File: config.mk
export PLATFORM = sky130hd
export DESIGN_NAME = ka_mod_shift_restore
export DESIGN_NICKNAME = d
export VERILOG_FILES = /design/src/rtl/ka_mod_shift_restore.sv
export SDC_FILE = /design/constraint.sdc
export NUM_CORES = 1
export LEC_CHECK = 0
export CAP_MARGIN = 20
export CORE_MARGIN = 8
export CORE_UTILIZATION = 35
export CTS_BUF_LIST = sky130_fd_sc_hd__clkbuf_16
export CTS_CLUSTER_SIZE = 30
export DETAILED_ROUTE_END_ITERATION = 10
export SYNTH_ARGS = -nofsm -noshare
export SYNTH_HDL_FRONTEND = slang
export SYNTH_SLANG_ARGS = --single-unit
export TNS_END_PERCENT = 100
File: constraint.sdc
create_clock -name clk -period 10 [get_ports clk]
set_input_delay 1.5 -clock clk [delete_from_list [all_inputs] [get_ports clk]]
set_output_delay 1.5 -clock clk [all_outputs]
set_load 0.02 [all_outputs]
File: src/rtl/ka_mod_shift_restore.sv
// Montgomery-domain entry: R = A * 2^(W*L) mod q by bit-serial modular doubling.
// Optional MODSHIFT_DUAL_STEP_EN: two chained doublings per RUN cycle.
module ka_mod_shift_restore #(
    parameter int DATA_W = 32,
    parameter int W      = 16,
    parameter int L      = 2
) (
    input  logic              clk,
    input  logic              reset,
    input  logic              in_valid,
    output logic              in_ready,
    input  logic [DATA_W-1:0] a,
    input  logic [DATA_W-1:0] q,
    output logic              out_valid,
    input  logic              out_ready,
    output logic [DATA_W-1:0] r,
    output logic              busy
);

    localparam int SHIFT = W * L;
`ifdef MODSHIFT_DUAL_STEP_EN
    localparam int STEPS = SHIFT / 2;
    if (SHIFT % 2 != 0) begin : g_shift_even_check
        $error("ka_mod_shift_restore: W*L must be even for the dual-step build");
    end
`else
    localparam int STEPS = SHIFT;
`endif
    localparam int CNT_W = $clog2(STEPS + 1);

    typedef enum logic [1:0] {
        IDLE,
        RUN,
        DONE
    } state_t;

    state_t              state;
    state_t              state_next;
    logic [DATA_W-1:0]   acc;
    logic [DATA_W-1:0]   q_reg;
    logic [DATA_W-1:0]   r_reg;
    logic [CNT_W-1:0]    cnt;
    logic [DATA_W-1:0]   preload;
    logic [DATA_W-1:0]   step_acc;
    logic                last_step;

    // One modular doubling; the extra top bit keeps 2*x exact before the subtract.
    function automatic logic [DATA_W-1:0] mod_double(input logic [DATA_W-1:0] x,
                                                     input logic [DATA_W-1:0] m);
        logic [DATA_W:0] t;
        t = {x, 1'b0};
        if (t >= {1'b0, m})
            t = t - {1'b0, m};
        return t[DATA_W-1:0];
    endfunction

    always_comb begin
        preload = (a >= q) ? (a - q) : a;
`ifdef MODSHIFT_DUAL_STEP_EN
        step_acc = mod_double(mod_double(acc, q_reg), q_reg);
`else
        step_acc = mod_double(acc, q_reg);
`endif
        last_step = (cnt == CNT_W'(1));
    end

    // NOTE: every register is in the async-reset domain and updated with <=;
    // blocking assignments here would create ordering races between processes.
    always_ff @(posedge clk or posedge reset) begin
        if (reset)
            state <= IDLE;
        else
            state <= state_next;
    end

    // NOTE: all outputs get a default before the case so no path infers a latch.
    always_comb begin
        state_next = state;
        in_ready   = 1'b0;
        out_valid  = 1'b0;
        busy       = 1'b1;
        case (state)
            IDLE: begin
                in_ready = 1'b1;
                busy     = 1'b0;
                if (in_valid)
                    state_next = RUN;
            end
            RUN: begin
                if (last_step)
                    state_next = DONE;
            end
            DONE: begin
                out_valid = 1'b1;
                if (out_ready)
                    state_next = IDLE;
            end
            default: state_next = IDLE;
        endcase
    end

    always_ff @(posedge clk or posedge reset) begin
        if (reset) begin
            acc   <= '0;
            q_reg <= '0;
            r_reg <= '0;
            cnt   <= '0;
        end else begin
            case (state)
                IDLE: begin
                    if (in_valid) begin
                        q_reg <= q;
                        acc   <= preload;
                        cnt   <= CNT_W'(STEPS);
                    end
                end
                RUN: begin
                    acc <= step_acc;
                    cnt <= cnt - CNT_W'(1);
                    // r only moves on entry to DONE and then holds through IDLE.
                    if (last_step)
                        r_reg <= step_acc;
                end
                default: ;
            endcase
        end
    end

    assign r = r_reg;

endmodule
## Yosys cells after proc, flatten, opt, wreduce, memory -nomap -nowiden

Index checks and enable logic that the tools add are counted.

- Register bits after elaboration: 104
- Logic and storage cells: 35
- Output and inout port bits: 35
- Input port bits: 68

- Order comparisons: 2
- $add $sub $neg: 3
- Reduce and logical (&&, ||, !) cells: 6
- Multiplexer cells: 13
- Eq/ne operators: 6

Operators by type and width:

| cell | number |
|---|---|
| 32-bit 2-to-1 mux | 3 |
| 32-bit one-hot mux with 2 select lines | 1 |
| 32-bit subtractor | 2 |
| 33-bit by 32-bit greater-or-equal comparator with 1-bit output | 1 |
| 32-bit greater-or-equal comparator | 1 |
| 6-bit one-hot mux with 2 select lines | 1 |
| 6-bit by 1-bit equality test with 1-bit output, second input constant | 1 |
| 2-bit 2-to-1 mux | 3 |
| 6-bit 2-to-1 mux | 1 |
| 2-bit inequality test, second input constant | 3 |
| 2-bit one-hot mux with 3 select lines | 1 |
| 2-bit AND reduction | 3 |
| 6-bit by 1-bit subtractor with 6-bit output, second input constant | 1 |
| 1-bit 2-to-1 mux | 3 |
| 3-bit AND reduction | 1 |
| 2-bit by 1-bit equality test with 1-bit output, second input constant | 1 |
| 2-bit equality test, second input constant | 1 |
| 2-bit zero test | 1 |
| 2-bit nonzero test | 1 |

## Longest topological paths before layout

- Depth after elaboration: 4
- Depth in mapped cells: 14
- Depth with buffers taken out: 13

## Worst setup path after synthesis

OpenSTA, ideal clock, no wires.

- Path type: input-to-reg
- Start point: input port a[0]
- End point: register acc[30]
- Arrival time: 3,871 ps
- Setup time: 144 ps
- Path buffers: 2
- Cell stages on the path: 14
- Setup slack: 5,984 ps
- Required time: 9,856 ps
- Path through: inv_1 ha_1 fa_1 nor2b_1 o21bai_1 nand3_1 a311oi_1 o211a_1 nor3_1 buf_2 clkbuf_1 nor2_1 a221oi_1 o221ai_1

- Longest elaborated chain between the ends: 4
- Elaborated cells on any way between the ends: 5
- Classes of those cells: 1 x add/sub; 1 x order compare; 3 x mux

RTL lines:

| what | RTL line | text |
|---|---|---|
| from (decl) | 12 | `input logic [DATA_W-1:0] a,` |
| 32-bit subtractor / 32-bit greater-or-equal comparator (equally long branches) | 58 | `preload = (a >= q) ? (a - q) : a;` |
| 32-bit 2-to-1 mux (*) | 58 |  |
| 32-bit 2-to-1 mux (*) | 111 | `if (in_valid) begin` |
| 32-bit one-hot mux with 2 select lines (*) | 109 | `case (state)` |
| to (signal assigned) | 113 | `acc <= preload;` |
| to (signal assigned) | 118 | `acc <= step_acc;` |
| to (decl) | 39 | `logic [DATA_W-1:0] acc;` |

Every way passes the cells marked *; elsewhere a longest branch is shown, timed or not. The select of a mux whose other input is x is not followed.
A chain may end at the register's enable or synchronous reset.

## Worst setup path after layout

- Start point: input port q[4]
- End point: register acc[20]

- Longest elaborated chain between the ends: 4
- Elaborated cells on any way between the ends: 5
- Classes of those cells: 1 x add/sub; 1 x order compare; 3 x mux

RTL lines:

| what | RTL line | text |
|---|---|---|
| from (decl) | 13 | `input logic [DATA_W-1:0] q,` |
| 32-bit subtractor / 32-bit greater-or-equal comparator (equally long branches) | 58 |  |
| 32-bit 2-to-1 mux (*) | 58 |  |
| 32-bit 2-to-1 mux (*) | 111 |  |
| 32-bit one-hot mux with 2 select lines (*) | 109 |  |

Marked as above.

==> flow_summary.toml <==
[drt]
drt_first_iter_violations = 511
drt.antenna.violating_nets = 0
drt_pre_antenna_iters = 5
detail_route.wirelength_um = 24870
drc_errors = 0
post_drt_via_cell_ratio = 5.296
routed-via-count = 7452
avgRoutedWirePerCell_um = 17.68

[die]
fp-row-count = 56
dieArea_um2 = 28640
floorplan.io_pins = 103
initial_core_util_pct = 35.33
core_region_area_um2 = 23260
die_height_um = 169.2
floorplan.die.width_um = 169.2

[cts]
cts.reportedPaths.clkPinSlew_ns = 0.07
postCtsHoldBufs = 0
post_cts_resize_count = 0
clock_tree.buffer_depth = 2
cts_inserted_buffers = 9
clock_tree.root_cell = "sky130_fd_sc_hd__clkbuf_16"
cts_tree = "built"
post_cts_buffers = 0
clock-sinks = 104
cts_htree_levels = 3
clk_latency_ns = 0.35

[global_route]
total_congestion_overflow_after_global_routing = 0
global_route.usage.total_pct = 17.42
grt_pass1_wl_um = 39890
first_global_vias = 7257
grt_start_max_net_pins = 71
antenna_violations_before_repair = 0

[logic_synthesis]
yosysUniqueCellTypes = 69
ys_warn_count = 0
ys_flop_type = "sky130_fd_sc_hd__dfrtp_1"
netlist_instances = 1006
syn_area_per_cell_um2 = 8.169
synth_seq_cells = 104
most_common_cell_in_the_netlist = "sky130_fd_sc_hd__nand2_1"
mappedNetlistNets = 1142
asyncSetResetFlopFracSynth_pct = 100.0
fraction_of_post_synthesis_cell_area_in_the_top_cell_type_by_area_pct = 31.67
synth-seq-area-share_pct = 31.67
synth_area_leaders = "sky130_fd_sc_hd__dfrtp_1 32%, sky130_fd_sc_hd__ha_1 10%, sky130_fd_sc_hd__nand2_1 6.7%"
syn_area_um2 = 8218
post_synth_most_frequent_cells = "146 x sky130_fd_sc_hd__nand2_1, 105 x sky130_fd_sc_hd__o21ai_0, 104 x sky130_fd_sc_hd__dfrtp_1, 81 x sky130_fd_sc_hd__inv_1, 66 x sky130_fd_sc_hd__ha_1"
synth_top_area_cell = "sky130_fd_sc_hd__dfrtp_1"
synth_enable_flop_cells = 0

[cells_and_area]
multi_input_area_um2 = 5134
final_layout_size_suffix_gt1_share_pct = 3.860
area_growth_syn_to_layout_pct = 19.75
nNetsFinal = 1219
final_core_area_utilization_pct = 42.30
nFillCells = 2444
seq_area_um2 = 2603
design_area_um2 = 9841
antennaDiodeCount = 0

[sta]
whs_ns = 0.4766
unrepaired_setup_endpoints_after_global_routing = "no"
hold_viol_final = 0
worstMarginPinSlew_ns = 0.7260
sum_of_negative_setup_slack_ns = 0
fin_crit_ns = 4.518
fmax_mhz = 221.3
clock_skew_ns = 0.007914
share_of_the_clock_period_used_by_the_worst_path_after_layout_pct = 45.18
max_transition_margin_pct = 51.60
setup_viol = 0
maxSlewViolCount = 0

[worst_setup_path]
cp.required_ns = 10.27
critPathMaxFanout = 28
reg2reg_slack_ns = 6.20
criticalPathCategory = "primary input to flip-flop"
crit_path_end_kind = "flip-flop"
start_kind = "primary input"
timing.critical_path.arrival_ns = 4.79

[placed_design]
place.detailed.hpwl_um = 19710
port-buffer-count = 102
placed_area_um2 = 9523
place.gp.congestion = 0.9396

[pwr]
power.total_mw = 3.648
static-leakage-power_nw = 4.426
worst_case_vdd_ir_drop_v = 0.0001377
power_per_cell_area_nw_per_um2 = 370.7

[flow_run]
max_capacitance_violation_count = 0

[outcome]
outcome = "finished, final reports clean"

[min_path]
holdCritPathClass = "flip-flop to flip-flop"
[report_power, final]
group | switching (mW) | leakage, nW | total [mW] | internal [mW]
Sequential | 0.127 | 1.28 | 0.765 | 0.638
Clock | 0.167 | 0.141 | 0.362 | 0.194
Combinational | 1.49 | 3.00 | 2.52 | 1.03
Total | 1.79 | 4.43 | 3.65 | 1.86
[placed cells by master (no fill, tap or decap), types with 5 or more instances in the layout]
cell type,synthesis,layout
sky130_fd_sc_hd__a21boi_0,6,6
sky130_fd_sc_hd__a21o_1,35,35
sky130_fd_sc_hd__a21oi_1,58,58
sky130_fd_sc_hd__a222oi_1,5,5
sky130_fd_sc_hd__a22oi_1,5,5
sky130_fd_sc_hd__a31oi_1,9,9
sky130_fd_sc_hd__and3_1,7,7
sky130_fd_sc_hd__buf_4,1,8
sky130_fd_sc_hd__clkbuf_16,0,9
sky130_fd_sc_hd__clkdlybuf4s50_1,0,102
sky130_fd_sc_hd__dfrtp_1,104,104
sky130_fd_sc_hd__ha_1,66,66
sky130_fd_sc_hd__inv_1,81,80
sky130_fd_sc_hd__mux2i_1,32,32
sky130_fd_sc_hd__nand2_1,146,146
sky130_fd_sc_hd__nand2b_1,11,11
sky130_fd_sc_hd__nand3_1,21,20
sky130_fd_sc_hd__nand4_1,12,12
sky130_fd_sc_hd__nor2_1,54,53
sky130_fd_sc_hd__nor2b_1,14,14
sky130_fd_sc_hd__nor3_1,10,9
sky130_fd_sc_hd__nor4_1,5,5
sky130_fd_sc_hd__o211ai_1,6,6
sky130_fd_sc_hd__o21a_1,17,17
sky130_fd_sc_hd__o21ai_0,105,105
sky130_fd_sc_hd__o21ai_1,5,5
sky130_fd_sc_hd__o21bai_1,8,8
sky130_fd_sc_hd__o221ai_1,18,18
sky130_fd_sc_hd__o31ai_1,5,5
sky130_fd_sc_hd__xnor2_1,31,31
sky130_fd_sc_hd__xor2_1,21,21
[path summary, 6_finish.rpt]
check	cells past startpoint	from	end
max reg2reg	12	q_reg[1]	acc[13]
min	2	r[25]	r[25]
max	13	q[4]	acc[20]
max in group asynchronous	3	reset	cnt[1]
min reg2reg	2	r[25]	r[25]
min in group asynchronous	2	reset	r[27]
[layout make-up]
class                           instances  share of cell area (%)
Inverter                               81                   3.115
Clock inverter                          7                  0.7374
Multi-Input combinational cell        776                   52.17
Clock buffer                            9                   2.289
Tap cell                              319                   4.056
Sequential cell                       104                   26.45
Timing Repair Buffer                  111                   11.19
[kinds of logic after synthesis]
family | Yosys count | share of synthesized area [%]
compound gates | 317 | 24.88
simple gates | 301 | 16.63
buf+inv | 126 | 6.029
mux | 38 | 4.720
flops | 104 | 31.67
xor+xnor | 52 | 5.542
fa+ha+maj | 68 | 10.54
[stage by stage]
stage	std cells	setup slack (ns)
3_3_place_gp	1390	5.176
5_1_grt	1407	5.225
6_report	1407	5.482
4_1_cts	1406	5.532
2_1_floorplan	1006	5.768
3_5_place_dp	1390	5.165
[worst max-delay path, stage by stage]
cell	delay, ns
sky130_fd_sc_hd__clkdlybuf4s50_1	0.49
sky130_fd_sc_hd__inv_1	0.05
sky130_fd_sc_hd__ha_1	0.32
sky130_fd_sc_hd__a21o_1	0.23
sky130_fd_sc_hd__a21oi_1	0.25
sky130_fd_sc_hd__nand3_1	0.17
sky130_fd_sc_hd__a311oi_1	0.32
sky130_fd_sc_hd__o211a_1	0.19
sky130_fd_sc_hd__nor3_2	0.04
sky130_fd_sc_hd__buf_4	0.27
sky130_fd_sc_hd__nor2_1	0.55
sky130_fd_sc_hd__a22oi_1	0.26
sky130_fd_sc_hd__o211ai_1	0.13
[metal layers]
metal	wire [um]	track usage (%)	vias up
li1	-	-	3729
met1	12490	25.46	3493
met2	10660	26.36	208
met3	1332	2.349	22
met4	398	4.810	0
met5	0	0	-
Power figures use the tool's default switching activity.
